`config.mk`:
```
export PLATFORM = sky130hd
export DESIGN_NAME = shift_arbiter
export DESIGN_NICKNAME = d
export VERILOG_FILES = /design/src/rtl/shift_arbiter_pkg.sv /design/src/rtl/shift_arbiter_rot_core.sv /design/src/rtl/shift_arbiter.sv
export SDC_FILE = /design/constraint.sdc
export NUM_CORES = 1
export LEC_CHECK = 0
export BUFFER_PORTS_ARGS = -buffer_cell sky130_fd_sc_hd__buf_2
export CAP_MARGIN = 20
export CELL_PAD_IN_SITES_DETAIL_PLACEMENT = 1
export CELL_PAD_IN_SITES_GLOBAL_PLACEMENT = 1
export CORE_MARGIN = 2
export CORE_UTILIZATION = 38
export CTS_CLUSTER_SIZE = 8
export DETAILED_ROUTE_END_ITERATION = 16
export GPL_TIMING_DRIVEN = 0
export PLACE_DENSITY = 0.82
export SLEW_MARGIN = 20
export SYNTH_ARGS = -nofsm -noshare
export SYNTH_HDL_FRONTEND = slang
export SYNTH_SLANG_ARGS = --single-unit
```
`constraint.sdc`:
```
create_clock -name clk -period 3.01 [get_ports clk]
set_input_delay 0.301 -clock clk [delete_from_list [all_inputs] [get_ports clk]]
set_output_delay 0.301 -clock clk [all_outputs]
set_load 0.005 [all_outputs]
```
`src/rtl/shift_arbiter_pkg.sv`:
```
// Shared types and constants for the two-requester rotate arbiter.
// Holds the FSM state encoding, default geometry and requester IDs.
package shift_arbiter_pkg;

    localparam int DEF_WIDTH = 8;
    localparam int DEF_SHW   = 3;

    typedef enum logic {
        IDLE = 1'b0,
        HOLD = 1'b1
    } state_t;

    localparam logic SRC_A = 1'b0;
    localparam logic SRC_B = 1'b1;

    // Round-robin hand-off: after a grant the pointer favours the other side.
    function automatic logic other_src(input logic src);
        return (src == SRC_A) ? SRC_B : SRC_A;
    endfunction

endpackage

```
`src/rtl/shift_arbiter_rot_core.sv`:
```
// Combinational barrel rotator: dir = 0 rotates right, dir = 1 rotates left.
// Assumes SHW = log2(WIDTH), so every amount is below WIDTH.
module rot_core
    import shift_arbiter_pkg::*;
#(
    parameter int WIDTH = DEF_WIDTH,
    parameter int SHW   = DEF_SHW
) (
    input  logic [WIDTH-1:0] data,
    input  logic [SHW-1:0]   amount,
    input  logic             dir,
    output logic [WIDTH-1:0] result
);

    localparam logic [SHW:0] FULL = (SHW + 1)'(WIDTH);

    logic [SHW:0] right_amt;

    // A left rotate by s is a right rotate by (WIDTH - s) mod WIDTH, so one
    // shifter over the doubled word covers both directions.
    // NOTE: every always_comb output is given a value before any branch so no latch can be inferred.
    always_comb begin
        right_amt = {1'b0, amount};
        if (dir && (amount != '0)) begin
            right_amt = FULL - {1'b0, amount};
        end
        result = WIDTH'({data, data} >> right_amt);
    end

endmodule

```
`src/rtl/shift_arbiter.sv`:
```
// Round-robin arbiter between two rotate requesters with a one-deep,
// ready/valid-handshaked result register and a completed-transfer counter.
module shift_arbiter
    import shift_arbiter_pkg::*;
#(
    parameter int WIDTH = DEF_WIDTH,
    parameter int SHW   = DEF_SHW
) (
    input  logic             clk,
    input  logic             clear,
    input  logic             req_a,
    input  logic [WIDTH-1:0] data_a,
    input  logic [SHW-1:0]   shift_a,
    input  logic             dir_a,
    input  logic             req_b,
    input  logic [WIDTH-1:0] data_b,
    input  logic [SHW-1:0]   shift_b,
    input  logic             dir_b,
    output logic             gnt_a,
    output logic             gnt_b,
    output logic [WIDTH-1:0] data_out,
    output logic             out_valid,
    input  logic             out_ready,
    output logic             out_src,
    output logic [7:0]       done_cnt
);

    state_t           state_q, state_d;
    logic             ptr_q;
    logic             win_src;
    logic             capture;
    logic             complete;
    logic [WIDTH-1:0] sel_data;
    logic [SHW-1:0]   sel_shift;
    logic             sel_dir;
    logic [WIDTH-1:0] rot_result;

    // A lone requester wins outright; the pointer only breaks ties.
    always_comb begin
        win_src = SRC_A;
        if (req_a && req_b) begin
            win_src = ptr_q;
        end else if (req_b) begin
            win_src = SRC_B;
        end
    end

    assign capture  = (state_q == IDLE) && (req_a || req_b);
    assign complete = (state_q == HOLD) && out_ready;

    assign sel_data  = (win_src == SRC_B) ? data_b  : data_a;
    assign sel_shift = (win_src == SRC_B) ? shift_b : shift_a;
    assign sel_dir   = (win_src == SRC_B) ? dir_b   : dir_a;

    rot_core #(
        .WIDTH (WIDTH),
        .SHW   (SHW)
    ) u_rot (
        .data   (sel_data),
        .amount (sel_shift),
        .dir    (sel_dir),
        .result (rot_result)
    );

    // NOTE: sequential state uses non-blocking assignments so every register samples pre-edge values.
    always_ff @(posedge clk or negedge clear) begin
        if (!clear) begin
            state_q <= IDLE;
        end else begin
            state_q <= state_d;
        end
    end

    // Completion always lands in IDLE, which forces one idle cycle between results.
    always_comb begin
        state_d = state_q;
        unique case (state_q)
            IDLE:    if (req_a || req_b) state_d = HOLD;
            HOLD:    if (out_ready)      state_d = IDLE;
            default: state_d = IDLE;
        endcase
    end

    assign out_valid = (state_q == HOLD);

    // NOTE: every datapath flop is reset, so a cleared block never shows a stale result.
    always_ff @(posedge clk or negedge clear) begin
        if (!clear) begin
            data_out <= '0;
            out_src  <= SRC_A;
            gnt_a    <= 1'b0;
            gnt_b    <= 1'b0;
            ptr_q    <= SRC_A;
            done_cnt <= 8'd0;
        end else begin
            gnt_a <= capture && (win_src == SRC_A);
            gnt_b <= capture && (win_src == SRC_B);
            if (capture) begin
                data_out <= rot_result;
                out_src  <= win_src;
                ptr_q    <= other_src(win_src);
            end
            if (complete) begin
                done_cnt <= done_cnt + 8'd1;
            end
        end
    end

endmodule

```
### Word level (Yosys, flattened, before mapping)

Cells that the tools add are included.

| word-level totals | value |
|---|---|
| flip-flop bits (word level) | 21 |
| bits in latches | 0 |
| bits in writable memories | 0 |
| ROM bits | 0 |
| bits of input ports | 29 |
| logic and storage cells | 30 |
| memories kept | 0 |

| operators by class | value |
|---|---|
| add/sub/neg operators | 2 |
| $mul | 0 |
| divide/modulo/power cells | 0 |
| magnitude comparators | 0 |
| equal/unequal tests | 0 |
| shift-type cells | 1 |
| muxes and demuxes | 10 |
| bitwise operators | 2 |
| reductions and logical operators | 8 |

Operators by type and width:

| kind | count |
|---|---|
| $shr 16x4->8 | 1 |
| $add 8x1->8 const B | 1 |
| $mux 8 | 1 |
| $logic_and 1x1->1 | 6 |
| $mux 1 | 6 |
| $mux 4 | 1 |
| $sub 4x3->4 const A | 1 |
| $mux 3 | 1 |
| $reduce_bool 3->1 | 1 |
| $not 1->1 | 2 |
| $pmux 1 s2 | 1 |
| $logic_or 1x1->1 | 1 |

### Logic depth before layout (Yosys ltp)

Gate-level depths: netlist of run 1.

| depth | value |
|---|---|
| depth in word-level cells | 7 |
| mapped depth | 13 |
| depth with buffers taken out | 12 |

### Modules after synthesis

Synthesis of run 1 repeated with hierarchy kept, for this count alone.

| unflattened totals | value |
|---|---|
| cells, all modules | 110 |
| area, all modules | 1476.4 sq um |

Modules (own cells, without submodules):

| module | times used | cells an instance | area each (sq um) |
|---|---|---|---|
| shift_arbiter | 1 | 72 | 1039.7 |
| rot_core | 1 | 38 | 436.7 |

### Worst setup path before layout of run 1

Ideal clock, no wire load.

| path | value |
|---|---|
| path kind | reg-to-reg |
| start point | reg ptr_q |
| end point | reg data_out[0] |
| library setup time | 80 ps |
| data arrival time | 2574 ps |
| setup slack | 355 ps |
| stages on the path, launching flop included | 13 |
| buffers on the path | 1 |
| period minus slack after synthesis | 2655 ps |
| path through | dfrtp_1 nand2b_1 nand2_2 buf_2 mux2i_1 ha_1 ha_1 nand2b_1 nor3_4 nor2_1 mux2_4 or2_1 o211ai_2 |

| on the way | value |
|---|---|
| cells in the longest elaborated chain, start to end | 6 |

Ends and longest elaborated chain:

| element | RTL line | source |
|---|---|---|
| start, declared | shift_arbiter.sv:29 | `logic ptr_q;` |
| start signal, assigned | shift_arbiter.sv:101 | `ptr_q <= other_src(win_src);` |
| $mux 1 * | shift_arbiter.sv:41 | `if (req_a && req_b) begin` |
| parallel branches: the longest is 4 deep, another holds $sub 4x3->4 | -- |  |
| $shr 16x4->8 * | shift_arbiter_rot_core.sv:27 | `result = WIDTH'({data, data} >> right_amt);` |
| end signal, assigned | shift_arbiter.sv:99 | `data_out <= rot_result;` |
| end, declared | shift_arbiter.sv:21 | `output logic [WIDTH-1:0] data_out,` |

Every way passes the cells marked *.
A chain may end at the register's enable or synchronous reset.

### Worst setup path after layout of run 1

| path | value |
|---|---|
| start point | reg ptr_q |
| end point | reg data_out[5] |

Same word-level chain as after synthesis.

==> results.yml, run 1 <==
place:
  io_buffer_count: 47
  dp_hpwl_um: 3640
  place.gp.congestion: 0.875
  dp.cells: 282
route:
  drt-total-wl_um: 4540
  route.vias.total: 1635
  wire_per_inst_um: 15.8
  dr.pass1.iters: 4
  vias_per_cell: 5.70
  ant_nets: 0
  drcViolationCount: 0
  drtIter0Drc: 32
cts:
  cts_made_buffers: 3
  clock_latency_ns: 0.26
  ctsHoldBuffers: 0
  cts_buffer_depth: 2
  cts_tree: "yes"
  cts-root-buf: "clkbuf_8"
  clk_pin_slew_worst_paths_ns: 0.08
  cts-htree-levels: 1
  clock_sinks: 21
cells_and_area:
  drive_gt1_share_pct: 33.3
  fill_cells: 522
  layout_commonest_cell: "buf_2"
  utilization_pct: 48.8
  stdcell_count: 287
  seqCellArea_um2: 526
  multi_input_area_mm2: 0.00105
  syn_to_final_growth_pct: 22.6
  final_cell_mix: "buf_2 (48), dfrtp_1 (21), nor2_1 (19), a21oi_1 (19), nor3_1 (17)"
  diodes: 0
  nets: 270
logic_synthesis:
  seq_area_frac_synth_pct: 32.6
  netlist_area_mm2: 0.00161
  syn_nets: 217
  ys_types: 47
  ys.warnings.count: 0
  synth_seq_cells: 21
  netlist_instances: 185
  syn_area_per_cell_um2: 8.72
grt:
  grt_pass1_vias: 1665
  grt_use_total_pct: 19.5
  antenna_found_initial: 0
  overflow: 0
  grt_max_degree: 22
  grt_first_pass_wirelength_um: 7820
timing:
  rsz0062_at_grt: "no"
  relSlewSlack_pct: 61.4
  finalCritPeriodShare_pct: 93.3
  fmax_mhz: 356
  hold_viol: 21
  fin_skew_ns: 0.00405
  whs_ns: -0.0211
  slew_viol_final: 0
  min_period_ns: 2.81
  finalSetupViolCount: 0
  tightest_slew_ns: 0.576
worst_setup_path:
  path_cells: "nand2b_2, nand2_4, mux2i_1, ha_1, ha_1, nand2b_2, nor3_4, o22ai_1, or3_1, o31a_1, nand4_1"
  cp_data_required_time_ns: 3.20
  cp-end-kind: "flop"
  crit_fanout: 14
  arrival_ns: 3.00
  cp_top_family: "simple AND/OR/NAND/NOR gates"
  max_stage_delay_ns: 0.41
  slowest_stage: "dfrtp_1"
  startpoint_type: "flop"
  worstSetupPathType: "flop to flop"
  crit_buf_inv: 0
power:
  ir_drop_uv: 258
  p_leak_nw: 0.918
  p_total_mw: 1.11
  power_per_cell_area_mw_per_mm2: 559
die:
  rows: 23
  start_util_pct: 39.8
  die_h_um: 69.2
  dieArea_mm2: 0.00478
  die_w_um: 69.2
  core_mm2: 0.00406
  pin_count: 49
status:
  status: "finished with violations"
  violations: "hold timing"
hold_path:
  hold_path_class: "input pin to async pin"
run:
  cap_violations: 0
[routing by layer]
layer  wire [µm]  global-route usage (%)  vias to the layer above
li1            -                       -                      795
met1        2000                    24.5                      794
met2        2310                    35.5                       42
met3         197                    3.63                        4
met4          23                    2.61                        0
met5           0                       0                        -
[Yosys cell counts (all sizes together)]
library cell | instances | area share, %
nand4 | 1 | 0.39
o21bai | 1 | 0.70
xor2 | 3 | 1.6
xnor2 | 4 | 2.2
o31ai | 1 | 0.78
a21oi | 20 | 6.4
a31oi | 4 | 1.6
and2b | 1 | 0.62
nor2 | 20 | 5.1
a41oi | 1 | 0.54
o211ai | 5 | 2.6
o221ai | 4 | 2.6
buf | 3 | 1.1
nor3 | 18 | 6.3
o22ai | 1 | 0.39
o31a | 3 | 1.6
and3 | 5 | 1.9
inv | 3 | 0.70
nor4b | 1 | 0.54
o2bb2ai | 1 | 0.54
o21ba | 1 | 0.62
or3 | 2 | 0.78
or2 | 2 | 0.78
nor2b | 1 | 0.39
nand4b | 1 | 0.54
clkbuf | 5 | 1.2
ha | 3 | 2.3
mux2 | 11 | 7.9
a21o | 1 | 0.47
mux2i | 10 | 6.2
nand2b | 3 | 1.2
nor4 | 2 | 0.78
nand3 | 5 | 1.6
dfrtp | 21 | 33
o21ai | 6 | 1.9
nand2 | 11 | 2.7
[metrics by stage]
| stage | setup WS [ns] | TNS (ns) | area, µm² |
|---|---|---|---|
| floorplan | 0.355 | 0 | 1610 |
| global placement | -0.0205 | -0.0224 | 1910 |
| detailed placement | -0.0366 | -0.0524 | 1910 |
| CTS | 0.0786 | 0 | 1960 |
| global route | 0.0351 | 0 | 1980 |
| finish | 0.201 | 0 | 1980 |
[worst paths after layout]
check                                   startpoint                 endpoint  slack [ns]  depth (start not counted)
min                                          clear  done_cnt[2]$_DFFE_PN0P_       -0.02                          1
min in group clk                             req_a      out_valid$_DFF_PN0_        0.34                          2
max in group asynchronous                    clear  data_out[5]$_DFFE_PN0P_        2.71                          1
max reg2reg                      ptr_q$_DFFE_PN0P_  data_out[5]$_DFFE_PN0P_        0.20                         11
min reg2reg                done_cnt[7]$_DFFE_PN0P_  done_cnt[7]$_DFFE_PN0P_        0.47                          1
max                              ptr_q$_DFFE_PN0P_  data_out[5]$_DFFE_PN0P_        0.20                         11
[state kept, by name, summed over array words and instances (netlist names)]
name and cells:
data_out 8, done_cnt 8, gnt_a 1, gnt_b 1, out_src 1, out_valid 1, ptr_q 1
[power by group]
group | internal (mW) | switching, mW
logic | 0.227 | 0.262
clock network | 0.0922 | 0.0901
registers | 0.369 | 0.0660
[logic make-up (layout without fill, tap and decap cells)]
kind of cell / after synthesis / count (layout) / share of synthesized area, %
simple gates: 73 / 73 / 23.6
compound gates: 49 / 49 / 20.7
buf+inv: 11 / 63 / 2.95
xor+xnor: 7 / 7 / 3.80
fa+ha+maj: 3 / 3 / 2.33
flops: 21 / 21 / 32.6
mux: 21 / 21 / 14.1
[layout make-up]
| class | instances | share of cell area (%) |
|---|---|---|
| multi-input combinational | 153 | 53.1 |
| timing repair buffer | 49 | 12.7 |
| tap | 50 | 3.16 |
| sequential | 21 | 26.6 |
| clock buffer | 3 | 2.09 |
| buffer | 7 | 1.58 |
| clock inverter | 1 | 0.253 |
| inverter | 3 | 0.569 |
[what timing repair did]
item / CTS / global route
pin swaps: 0 / 1
buffers inserted: 0 / 2
endpoints found under the setup margin: 5 / 7
gates resized for setup: 1 / 2
Power figures use the tool's default switching activity.
==> inputs of run 2 (changes only) <==
CORE_MARGIN = 4   (was 2)
RECOVER_POWER = 100   (was not set)
==> results.yml, run 2 (same netlist as run 1, synthesis figures left out) <==
cts:
  cts_tree: "yes"
  clock_sinks: 21
  clk_pin_slew_worst_paths_ns: 0.08
  cts-htree-levels: 1
  cts-root-buf: "clkbuf_8"
  cts_buffer_depth: 2
  cts_made_buffers: 3
  clock_latency_ns: 0.26
route:
  route.vias.total: 1640
  wire_per_inst_um: 17.1
  drcViolationCount: 0
  ant_nets: 0
  drt-total-wl_um: 4910
  vias_per_cell: 5.71
  drtIter0Drc: 56
  dr.pass1.iters: 4
worst_setup_path:
  arrival_ns: 2.99
  crit_fanout: 14
  startpoint_type: "flop"
  cp-end-kind: "flop"
  rr_worst_depth: 11
  worstSetupPathType: "flop to flop"
  cp_data_required_time_ns: 3.20
timing:
  hold_viol: 0
  finalCritPeriodShare_pct: 92.8
  worst_slack_ns: 0.216
  tightest_slew_ns: 1.15
  slew_viol_final: 0
  fin_skew_ns: 0.00191
  whs_ns: 0.246
  min_period_ns: 2.79
  finalSetupViolCount: 0
  rsz0062_at_grt: "no"
  relSlewSlack_pct: 23.4
  fmax_mhz: 358
cells_and_area:
  layout_commonest_cell: "buf_2"
  multi_input_area_mm2: 0.00105
  seqCellArea_um2: 526
  nets: 270
  fill_cells: 501
  diodes: 0
  syn_to_final_growth_pct: 21.4
  stdcell_area_mm2: 0.00196
  final_cell_mix: "buf_2 (35), dfrtp_1 (21), clkbuf_1 (19), nor2_1 (19), a21oi_1 (19)"
  reg_top3: "data_out x8, done_cnt x8"
  drive_gt1_share_pct: 27.8
power:
  p_leak_nw: 0.870
  power_per_cell_area_mw_per_mm2: 565
  p_total_mw: 1.11
  ir_drop_uv: 262
place:
  dp_worst_setup_slack_ns: -0.0745
  dp_hpwl_um: 3960
  io_buffer_count: 47
  place_area_mm2: 0.00191
  place.gp.congestion: 0.882
die:
  dieArea_mm2: 0.00535
  rows: 23
  start_util_pct: 39.8
  die_h_um: 73.2
  core_mm2: 0.00406
  pin_count: 49
  die_w_um: 73.2
grt:
  grt_use_total_pct: 19.7
  overflow: 0
  grt_pass1_vias: 1854
  antenna_found_initial: 0
  grt_first_pass_wirelength_um: 8480
  grt_max_degree: 22
run:
  cap_violations: 0
hold_path:
  hold_path_class: "input pin to async pin"
status:
  status: "complete, no violations"
[run 2: report_power, final]
part | switching [mW] | total (mW) | internal (mW) | leakage [nW]
registers | 0.0717 | 0.440 | 0.368 | 0.260
logic | 0.268 | 0.481 | 0.213 | 0.584
clock network | 0.0931 | 0.185 | 0.0922 | 0.0255
total | 0.432 | 1.11 | 0.674 | 0.870
[run 2: metrics by stage]
step | utilization, % | TNS, ns | std cells
CTS | 48.6 | 0 | 287
global placement | 47.1 | 0 | 282
global route | 48.3 | 0 | 287
detailed placement | 47.1 | -0.198 | 282
floorplan | - | 0 | 185
finish | 48.3 | 0 | 287
[run 2: what timing repair did]
item,4_1_cts,5_1_grt
setup endpoints to repair,5,8
setup buffers,2,0
hold buffers,0,0
resized for setup,1,3
pin swaps,0,1
[run 2: worst max-delay path, stage by stage (launching register included)]
cell and delay (ns):
dfrtp_1 0.41, nand2b_2 0.26, nand2_4 0.19, mux2i_1 0.10, ha_1 0.19, ha_1 0.22, nand2b_2 0.24, nor3_4 0.21
o22ai_1 0.19, or3_1 0.35, o31a_1 0.28, nand4_1 0.10
[run 2: routing by layer]
layer	global-route usage (%)	wire [µm]	vias to the layer above
met5	0	0	-
met1	23.8	2050	800
li1	-	-	797
met2	37.1	2600	43
met4	1.84	0	0
met3	3.44	259	0
[run 2: path summary, 6_finish.rpt]
kind,start,slack (ns),end
worst max-delay path,ptr_q$_DFFE_PN0P_,0.22,data_out[5]$_DFFE_PN0P_
worst min-delay path,clear,0.25,ptr_q$_DFFE_PN0P_
worst max register to register,ptr_q$_DFFE_PN0P_,0.22,data_out[5]$_DFFE_PN0P_
worst min register to register,done_cnt[7]$_DFFE_PN0P_,0.48,done_cnt[7]$_DFFE_PN0P_
max in group asynchronous,clear,2.09,gnt_b$_DFF_PN0_
min in group clk,req_a,0.34,out_valid$_DFF_PN0_
[run 2: final cells by class]
class                      count  share of cell area (%)
timing repair buffer          49                    11.6
clock buffer                   3                    2.11
clock inverter                 1                   0.255
inverter                       3                   0.575
sequential                    21                    26.8
multi-input combinational    153                    53.8
buffer                         7                    1.60
tap                           50                    3.19
==> inputs of run 3 (changes only) <==
clock period = 2.92 ns   (was 3.01 ns; I/O delays follow)
==> results.yml, run 3 (same netlist as run 1, synthesis figures left out) <==
status:
  status: "complete, no violations"
timing:
  hold_viol: 0
  fin_skew_ns: 0.00267
  slew_viol_final: 0
  relSlewSlack_pct: 22.9
  tightest_slew_ns: 1.16
  fmax_mhz: 363
  setup-tns-final_ns: 0
  rsz0062_at_grt: "no"
  min_period_ns: 2.75
  finalSetupViolCount: 0
  finalCritPeriodShare_pct: 94.3
  whs_ns: 0.343
route:
  drtIter0Drc: 69
  ant_nets: 0
  dr.pass1.iters: 4
  vias_per_cell: 5.83
  drt-total-wl_um: 5080
  route.vias.total: 1692
  drcViolationCount: 0
  wire_per_inst_um: 17.5
cells_and_area:
  final_cell_mix: "buf_2 (35), dfrtp_1 (21), clkbuf_1 (19), nor2_1 (19), a21oi_1 (19)"
  layout_commonest_cell: "buf_2"
  utilization_pct: 49.2
  reg_top3: "data_out x8, done_cnt x8"
  diodes: 0
  stdcell_area_mm2: 0.00200
  syn_to_final_growth_pct: 23.8
  nets: 273
  drive_gt1_share_pct: 28.7
worst_setup_path:
  cp.depth: 12
  crit_fanout: 6
  path_cells: "and2b_4, nor2_4, nor2_1, a21oi_1, ha_1, ha_1, nand2b_4, nor3_4, o22ai_1, or3_1, o31a_1, nand4_1"
  arrival_ns: 2.95
  rr_worst_depth: 12
  cp_data_required_time_ns: 3.12
  timing.rr.end: "data_out[5]$_DFFE_PN0P_"
  worstSetupPathType: "flop to flop"
  startpoint_type: "flop"
  endpoint: "data_out[5]$_DFFE_PN0P_"
  crit_buf_inv: 0
  slowest_stage: "dfrtp_1"
  cp_top_family: "simple AND/OR/NAND/NOR gates"
  cp_common_cell: "ha_1"
  reg2reg_slack_ns: 0.17
  cp-startpoint: "ptr_q$_DFFE_PN0P_"
  max_stage_delay_ns: 0.41
  timing.rr.start: "ptr_q$_DFFE_PN0P_"
  cp-end-kind: "flop"
place:
  io_buffer_count: 47
  dp_hpwl_um: 3960
  place_area_mm2: 0.00191
  place.gp.congestion: 0.882
die:
  dieArea_mm2: 0.00535
  core_mm2: 0.00406
  pin_count: 49
  die_w_um: 73.2
  start_util_pct: 39.8
  rows: 23
  die_h_um: 73.2
cts:
  cts_buffer_depth: 2
  clock_sinks: 21
  cts_made_buffers: 3
  cts-root-buf: "clkbuf_8"
  clk_pin_slew_worst_paths_ns: 0.08
  cts-htree-levels: 1
  clock_latency_ns: 0.26
  cts_tree: "yes"
grt:
  grt_first_pass_wirelength_um: 8660
  grt_max_degree: 22
  grt_use_total_pct: 20.2
  grt_pass1_vias: 1884
  overflow: 0
  antenna_found_initial: 0
run:
  cap_violations: 0
power:
  ir_drop_uv: 274
  p_leak_nw: 0.892
  power_per_cell_area_mw_per_mm2: 577
hold_path:
  hold_path_class: "input pin to flop"
[run 3: changes by cell type in the layout (fill, tap and decap cells not counted), sizes merged]
| cell | before | now |
|---|---|---|
| buf | 36 | 38 |
| dlygate4sd3 | 0 | 1 |
[run 3: cell type report]
type / instances / area (µm²)
well taps: 50 / 62.6
fillers: 501 / 2060
clock buffers: 3 / 41.3
inverters: 3 / 11.3
multi-input cells: 153 / 1060
plain buffers: 8 / 42.5
clock inverters: 1 / 5.00
repair buffers: 51 / 245
flip-flops and latches: 21 / 526
[run 3: worst min path at each step]
stage,startpoint,endpoint,cells after the start
finish,out_ready,done_cnt[2]$_DFFE_PN0P_,3
global route,req_a,out_valid$_DFF_PN0_,2
CTS,req_a,out_valid$_DFF_PN0_,2
detailed placement,clear,done_cnt[6]$_DFFE_PN0P_,1
global placement,clear,done_cnt[3]$_DFFE_PN0P_,1
floorplan,clear,data_out[0]$_DFFE_PN0P_,0
[run 3: repair_timing]
action | 4_1_cts | 5_1_grt
resized for setup | 2 | 7
setup buffers | 3 | 0
hold buffers | 1 | 0
cloned | 0 | 0
endpoints found under the setup margin | 8 | 8
endpoints found under the hold margin | 21 | 0
pin swaps | 1 | 1
[run 3: worst register-to-register path, cell delays in order, from the launching register on]
cell and delay, ns:
dfrtp_1 0.41, and2b_4 0.30, nor2_4 0.06, nor2_1 0.09, a21oi_1 0.05, ha_1 0.22, ha_1 0.22, nand2b_4 0.18
nor3_4 0.25, o22ai_1 0.19, or3_1 0.34, o31a_1 0.28, nand4_1 0.09
[run 3: power breakdown]
group | internal, mW | switching, mW | total, mW
sequential | 0.380 | 0.0744 | 0.454
clock | 0.0950 | 0.0957 | 0.191
combinational | 0.228 | 0.281 | 0.509
total | 0.702 | 0.451 | 1.15
[run 3: metal layers]
layer / track usage (%) / vias to the layer above / routed length (µm)
met5: 0 / - / 0
met4: 3.07 / 0 / 108
met3: 3.58 / 14 / 277
met2: 37.4 / 61 / 2640
met1: 24.4 / 812 / 2060
li1: - / 805 / -
[run 3: per-stage QoR]
step | setup WS [ns] | std cells | power [mW]
floorplan | 0.265 | 185 | 0.752
global placement | -0.0848 | 282 | 0.937
detailed placement | -0.164 | 282 | 0.964
CTS | 0.0442 | 290 | 1.17
global route | 0.000772 | 290 | 1.25
finish | 0.167 | 290 | 1.15
